`src/rtl/rtc_time_counter.sv`:
```
`default_nettype none
// +----------------------------------------------------------------------------+
// | rtc_time_counter : BCD hh:mm:ss time-of-day counter with 1 Hz prescaler,   |
// |                    validated time load and per-field set increments.       |
// | Revision 1.0                                                               |
// +----------------------------------------------------------------------------+
module rtc_time_counter #(
  parameter int CLK_DIV = 50000000,
  parameter int CNT_W   = 26
) (
  input  logic       clk,
  input  logic       rst,
  input  logic       run,
  input  logic       load,
  input  logic [7:0] ld_hh,
  input  logic [7:0] ld_mm,
  input  logic [7:0] ld_ss,
  input  logic       inc_hh,
  input  logic       inc_mm,
  output logic [7:0] hours,
  output logic [7:0] minutes,
  output logic [7:0] seconds,
  output logic       sec_tick,
  output logic       day_wrap,
  output logic       load_err
);

  localparam logic [CNT_W-1:0] c_presc_max = CNT_W'(CLK_DIV - 1);
  localparam logic [7:0]       c_hh_max    = 8'h23;
  localparam logic [7:0]       c_ms_max    = 8'h59;

  logic [CNT_W-1:0] r_presc;
  logic [7:0]       r_hh, r_mm, r_ss;
  logic             r_sec_tick, r_day_wrap, r_load_err;

  logic [CNT_W-1:0] w_presc_nxt;
  logic [7:0]       w_hh_nxt, w_mm_nxt, w_ss_nxt;
  logic             w_tick, w_inc, w_ld_ok, w_load_ok, w_advance, w_day_wrap;

  // BCD +1 with wrap to 00 once the field maximum is reached
  function automatic logic [7:0] bcd_inc(input logic [7:0] v, input logic [7:0] maxv);
    if (v == maxv)
      return 8'h00;
    else if (v[3:0] == 4'd9)
      return {v[7:4] + 4'd1, 4'd0};
    else
      return {v[7:4], v[3:0] + 4'd1};
  endfunction

  function automatic logic bcd_ok(input logic [7:0] v, input logic [3:0] max_tens);
    return (v[7:4] <= max_tens) && (v[3:0] <= 4'd9);
  endfunction

  assign w_tick    = run && (r_presc == c_presc_max);
  assign w_inc     = inc_hh | inc_mm;
  assign w_ld_ok   = bcd_ok(ld_hh, 4'd2) && (ld_hh <= c_hh_max) &&
                     bcd_ok(ld_mm, 4'd5) && bcd_ok(ld_ss, 4'd5);
  assign w_load_ok = load && w_ld_ok;
  // A tick only reaches the time registers when nothing of higher priority acts
  assign w_advance = w_tick && !w_load_ok && !w_inc;
  assign w_day_wrap = w_advance && (r_hh == c_hh_max) &&
                      (r_mm == c_ms_max) && (r_ss == c_ms_max);

  always_comb begin
    w_hh_nxt = r_hh;
    w_mm_nxt = r_mm;
    w_ss_nxt = r_ss;
    if (w_load_ok) begin
      w_hh_nxt = ld_hh;
      w_mm_nxt = ld_mm;
      w_ss_nxt = ld_ss;
    end else if (w_inc) begin
      if (inc_hh)
        w_hh_nxt = bcd_inc(r_hh, c_hh_max);
      if (inc_mm) begin
        w_mm_nxt = bcd_inc(r_mm, c_ms_max);
        w_ss_nxt = 8'h00;
      end
    end else if (w_tick) begin
      w_ss_nxt = bcd_inc(r_ss, c_ms_max);
      if (r_ss == c_ms_max) begin
        w_mm_nxt = bcd_inc(r_mm, c_ms_max);
        if (r_mm == c_ms_max)
          w_hh_nxt = bcd_inc(r_hh, c_hh_max);
      end
    end
  end

  // The prescaler wraps on a tick cycle even when an increment drops the tick
  always_comb begin
    w_presc_nxt = r_presc + CNT_W'(1);
    if (w_load_ok || !run || w_tick)
      w_presc_nxt = '0;
  end

  always_ff @(posedge clk or posedge rst) begin
    if (rst) begin
      r_presc    <= '0;
      r_hh       <= 8'h00;
      r_mm       <= 8'h00;
      r_ss       <= 8'h00;
      r_sec_tick <= 1'b0;
      r_day_wrap <= 1'b0;
      r_load_err <= 1'b0;
    end else begin
      r_presc    <= w_presc_nxt;
      r_hh       <= w_hh_nxt;
      r_mm       <= w_mm_nxt;
      r_ss       <= w_ss_nxt;
      r_sec_tick <= w_advance;
      r_day_wrap <= w_day_wrap;
      r_load_err <= load && !w_ld_ok;
    end
  end

  assign hours    = r_hh;
  assign minutes  = r_mm;
  assign seconds  = r_ss;
  assign sec_tick = r_sec_tick;
  assign day_wrap = r_day_wrap;
  assign load_err = r_load_err;

endmodule
`default_nettype wire
```
`config.mk`:
```
export PLATFORM = sky130hd
export DESIGN_NAME = rtc_time_counter
export DESIGN_NICKNAME = d
export VERILOG_FILES = /design/src/rtl/rtc_time_counter.sv
export SDC_FILE = /design/constraint.sdc
export NUM_CORES = 1
export LEC_CHECK = 0
export CORE_MARGIN = 2
export CORE_UTILIZATION = 52
export DETAILED_ROUTE_END_ITERATION = 10
export PLACE_DENSITY_LB_ADDON = 0.08
export SETUP_SLACK_MARGIN = 0.05
export SYNTH_ARGS = -nofsm -noshare
export SYNTH_HDL_FRONTEND = slang
export SYNTH_SLANG_ARGS = --single-unit
```
`constraint.sdc`:
```
create_clock -name clk -period 3.25 [get_ports clk]
set_input_delay 0.65 -clock clk [delete_from_list [all_inputs] [get_ports clk]]
set_output_delay 0.65 -clock clk [all_outputs]
set_load 0.03 [all_outputs]
```
**Word-level counts from Yosys, hierarchy flattened**

Cells that the tools add are included.

- Add/subtract/negate cells: 7
- Eq/ne operators: 9
- $lt $le $gt $ge: 7
- Bitwise gates (word level): 1
- Muxes and demuxes: 22
- Reductions and logical operators: 28

Operators with widths:

| operator | count |
|---|---|
| $mux W8 | 21 |
| $add A26 B1 Y26 const B | 1 |
| $eq A26 B26 Y1 const B | 1 |
| $mux W26 | 1 |
| $add A4 B1 Y4 const B | 6 |
| $eq A8 B7 Y1 const B | 2 |
| $logic_and A1 B1 Y1 | 14 |
| $eq A4 B4 Y1 const B | 3 |
| $le A4 B4 Y1 const B | 3 |
| $reduce_bool A3 Y1 | 3 |
| $eq A8 B6 Y1 const B | 1 |
| $le A4 B3 Y1 const B | 2 |
| $le A8 B6 Y1 const B | 1 |
| $ne A3 B2 Y1 const B | 2 |
| $reduce_and A3 Y1 | 2 |
| $le A4 B2 Y1 const B | 1 |
| $logic_not A1 Y1 | 4 |
| $reduce_and A4 Y1 | 1 |
| $reduce_bool A4 Y1 | 1 |
| $logic_or A1 B1 Y1 | 2 |
| $reduce_and A2 Y1 | 1 |
| $or A1 B1 Y1 | 1 |

- Input port bits: 30
- Register bits after elaboration: 53

**Logic depth before layout (Yosys ltp)**

- Depth in word-level cells: 12
- Gate-level depth with buffers: 8
- Depth with buffers taken out: 7

**Worst setup path after synthesis**

No wires, ideal clock.

- Kind: register to register
- Start: reg r_presc[9]
- End: reg r_ss[1] (netlist: seconds[1])
- Setup slack: 938 ps
- Data required time: 3129 ps
- Arrival: 2191 ps
- Cell stages (with the launch flop): 7
- Cells stage by stage: dfrtp_1 > or4b_4 > nor4_4 > and3_2 > buf_2 > mux2_2 > a22o_1

- Word-level cells in the longest chain between the ends: 4

Ends and longest elaborated chain:

| element | RTL line | text |
|---|---|---|
| start: declaration | 32 | `logic [CNT_W-1:0] r_presc;` |
| start signal: assignment | 106 | `r_presc <= w_presc_nxt;` |
| $eq A26 B26 Y1 | 54 | `assign w_tick = run && (r_presc == c_presc_max);` |
| $logic_and A1 B1 Y1 | 54 |  |
| $reduce_bool A3 Y1 (no source line) | n/a |  |
| $reduce_and A2 Y1 (no source line) | n/a |  |
| end signal: assignment | 109 | `r_ss <= w_ss_nxt;` |
| end: declaration | 33 | `logic [7:0] r_hh, r_mm, r_ss;` |

Every way passes these cells.
A chain may end at the register's enable or synchronous reset.

**Worst setup path in the final report**

- Start: in inc_mm
- End: reg r_hh[5] (netlist: hours[5])

- Word-level cells in the longest chain between the ends: 3

Ends and longest elaborated chain:

| element | RTL line | text |
|---|---|---|
| start: declaration | 19 | `input logic inc_mm,` |
| $or A1 B1 Y1 * | 55 | `assign w_inc = inc_hh \| inc_mm;` |
| $ne A3 B2 Y1 (no source line), or another cell as far along | n/a |  |
| $reduce_and A4 Y1 (no source line) / $mux W8 (equally long branches) | n/a |  |
| end signal: assignment | 107 | `r_hh <= w_hh_nxt;` |
| end: declaration | 33 |  |

Every way passes the cells marked *; elsewhere a longest branch is shown, timed or not.

==> out/metrics.cfg <==
[clock_network]
register_clock_pin_slew_on_the_reported_worst_setup_and_hold_paths_ns=0.10
cts.sinks=53
clock_latency_of_the_later_clocked_register_in_the_worst_skew_pair_ns=0.31
cts_repair_resize_count=0
clk_path_buf_depth=2
htree_num_levels=2
numCtsBuffers=5
cts_hold_repair.buffers=0
tritoncts=done
clock_tree.root_cell=clkbuf_8
cts.repair_timing.setup_buffer_count=0

[logic_synthesis]
mappedNetlistArea_um2=3134
syn_warnings=0
ys.flop_type=dfrtp_1
ys_types=55
synthesis.nets=384
number_of_synthesized_flops_with_an_enable_pin=0
synth_async_sr_flop_share=1.000
synth-seq-area-share=0.4232
yosys_reg_bits=53
gate_count_of_the_mapped_netlist=341
synth.avg_cell_area_um2=9.191

[finish]
layout-drive-gt1-share=0.06965
flow.area_growth_from_synthesis_pct=24.87
postLayoutCoreUtil=0.6650
n_fill_cell=488
layout_nets=444
antenna-diode-count=0

[detailed_routing]
vias=2774
remaining_drc_errors=0
ant_nets=0
wl_per_cell_um=15.82
viasPerCell=5.816
drt-initial-drc-count=151
totalWireLength_mm=7.546
first_pass_iteration_count_of_the_detailed_router=4

[timing]
clock-skew-final_ns=0.008439
final.setup.tns_ns=0
finalSetupViolations=0
max_clock_freq_ghz=0.3810
worstMarginPinSlew_ns=1.119
max-slew-margin-rel=0.2503
slew_violations=0
finalWorstPathRequiredPeriod_ns=2.625
rsz_0062_raised_after_global_routing=no
finalHoldViolations=0
layout_worst_path_cycle_share=0.8077

[setup_path]
critPathCapture=hours[5]$_DFFE_PP0P_
critical_path_class=input pin to flip-flop
critical_path_required_ns=3.48
reg2reg_to=minutes[2]$_DFFE_PP0P_
reg_to_reg_slack_setup_ns=0.63
critical_path.startpoint=inc_mm
maximum_fanout_along_the_worst_path=16
regToRegStartpoint=r_presc[7]$_DFF_PP0_
setup.worst_path.end_class=flip-flop
worst_setup_path_start_kind=input pin
r2r_cells=5
worst-endpoint-arrival_ns=2.86

[grt]
grtUsageTotal=0.2451
grt_first_pass_wirelength_mm=12.68
grt_pass1_vias=2643
grt_overflow_total=0
initial_antenna_violation_count=0
maximum_number_of_pins_on_one_net_before_global_route_repair=47

[floorplanning]
dieArea_um2=6664
placeableCoreArea_um2=5886
floorplan.die.height_um=81.64
floorplan.initialDensity=0.5325
dieWidth_um=81.64
design.portCount=57
floorplan.rows=28

[power_and_ir_drop]
power_mw=2.029
power.leakage_nw=1.655
peakVddDrop_mv=0.3571
power_density_nw_per_um2=518.5

[status]
outcome=finished clean

[place]
gp_congestion=0.8422
dp_hpwl_mm=5.521
port-buffer-count=56

[flow_run]
cap_violations=0

[worst_hold_path]
min_path_type=flip-flop to flip-flop

-- layout make-up --
cell class	instances	area [µm²]	area share
Tap cell	75	93.84	0.02398
Clock inverter	2	38.79	0.009910
Inverter	16	60.06	0.01535
Clock buffer	6	72.57	0.01854
Sequential cell	53	1326	0.3389
Multi-Input combinational cell	260	1694	0.4329
Timing Repair Buffer	65	628.1	0.1605
-- power breakdown --
group	internal [mW]	switching, mW
registers	0.749	0.129
clock network	0.232	0.229
logic	0.307	0.384
-- worst min-delay path by stage --
stage | start | to | slack (ns) | cells after the start
finish | r_presc[0]$_DFF_PP0_ | r_presc[0]$_DFF_PP0_ | 0.49 | 1
global route | r_presc[0]$_DFF_PP0_ | r_presc[0]$_DFF_PP0_ | 0.52 | 1
floorplan | r_presc[0]$_DFF_PP0_ | r_presc[0]$_DFF_PP0_ | 0.45 | 1
global placement | r_presc[0]$_DFF_PP0_ | r_presc[0]$_DFF_PP0_ | 0.47 | 1
detailed placement | r_presc[0]$_DFF_PP0_ | r_presc[0]$_DFF_PP0_ | 0.48 | 1
CTS | r_presc[0]$_DFF_PP0_ | r_presc[0]$_DFF_PP0_ | 0.50 | 1
-- sequential cells by signal, indices dropped and copies added, names as in the netlist --
register and cells:
hours 8, sec_tick 1, r_presc 26, seconds 8
day_wrap 1, load_err 1, minutes 8
-- logic make-up (layout without fill, tap and decap cells) --
group / after synthesis / after routing / share of synthesized area
adders and majority gates: 13 / 13 / 0.05190
DFF: 53 / 53 / 0.4232
AOI/OAI and AO/OA: 54 / 54 / 0.1154
buffers and inverters: 28 / 89 / 0.03632
xor gates and xnor gates: 25 / 25 / 0.06986
muxes: 6 / 6 / 0.01956
and+or+nand+nor: 162 / 162 / 0.2838
-- through the flow --
stage | std cells | hold WS [ns] | setup WS [ns] | area (µm²)
after floorplan | 341 | 0.4549 | 0.9377 | 3134
after global placement | 469 | 0.4717 | 0.3595 | 3802
after detailed placement | 469 | 0.4812 | 0.3176 | 3802
after CTS | 477 | 0.4951 | 0.6431 | 3914
after global routing | 477 | 0.5176 | 0.4344 | 3914
final | 477 | 0.4873 | 0.6251 | 3914
-- worst max-delay path: stages --
cell and delay [ns]:
clkdlybuf4s50_1 0.45, or4bb_1 0.48, nor4_1 0.17, a31oi_1 0.41
or3_1 0.51, a31oi_1 0.19
-- cells in the final DEF (no fill, tap or decap), types with 13 or more instances in the layout --
cell type	n
nand2_1	21
clkdlybuf4s50_1	56
nand3_1	16
ha_1	13
nor2_1	50
inv_1	15
xor2_1	18
a31oi_1	13
o21ai_0	15
nand4_1	16
dfrtp_1	53
-- Yosys cell counts (2+ instances only) --
cell type,count,share of area
a31oi_1,13,0.026
nand4_1,16,0.032
xor2_1,18,0.050
nand3b_1,6,0.014
mux2i_1,5,0.016
and3_2,2,0.0048
or3_1,10,0.020
dfrtp_1,53,0.42
a22o_1,3,0.0084
xnor2_1,7,0.020
nand3_1,16,0.026
and3b_1,3,0.0084
and2_1,3,0.0060
and3_1,4,0.0080
and4_1,2,0.0056
nor3_1,5,0.0080
ha_1,13,0.052
or4_1,3,0.0072
inv_1,16,0.019
a21oi_1,7,0.011
nor2_1,50,0.060
a22oi_1,2,0.0048
nor2b_1,3,0.0060
a211oi_1,2,0.0048
o21ai_0,15,0.024
and4_2,2,0.0064
clkbuf_1,9,0.011
nand2b_1,2,0.0040
nand2_1,21,0.025
nor4_1,5,0.010
-- routing by layer --
metal	share of wire	up-vias	GRT usage
met5	0	-	0
met4	0.0078	0	0.06333
met1	0.50	1353	0.3604
li1	-	1346	-
met3	0.036	4	0.03297
met2	0.45	71	0.3820
Note: power is estimated with default switching activity, not from simulation.
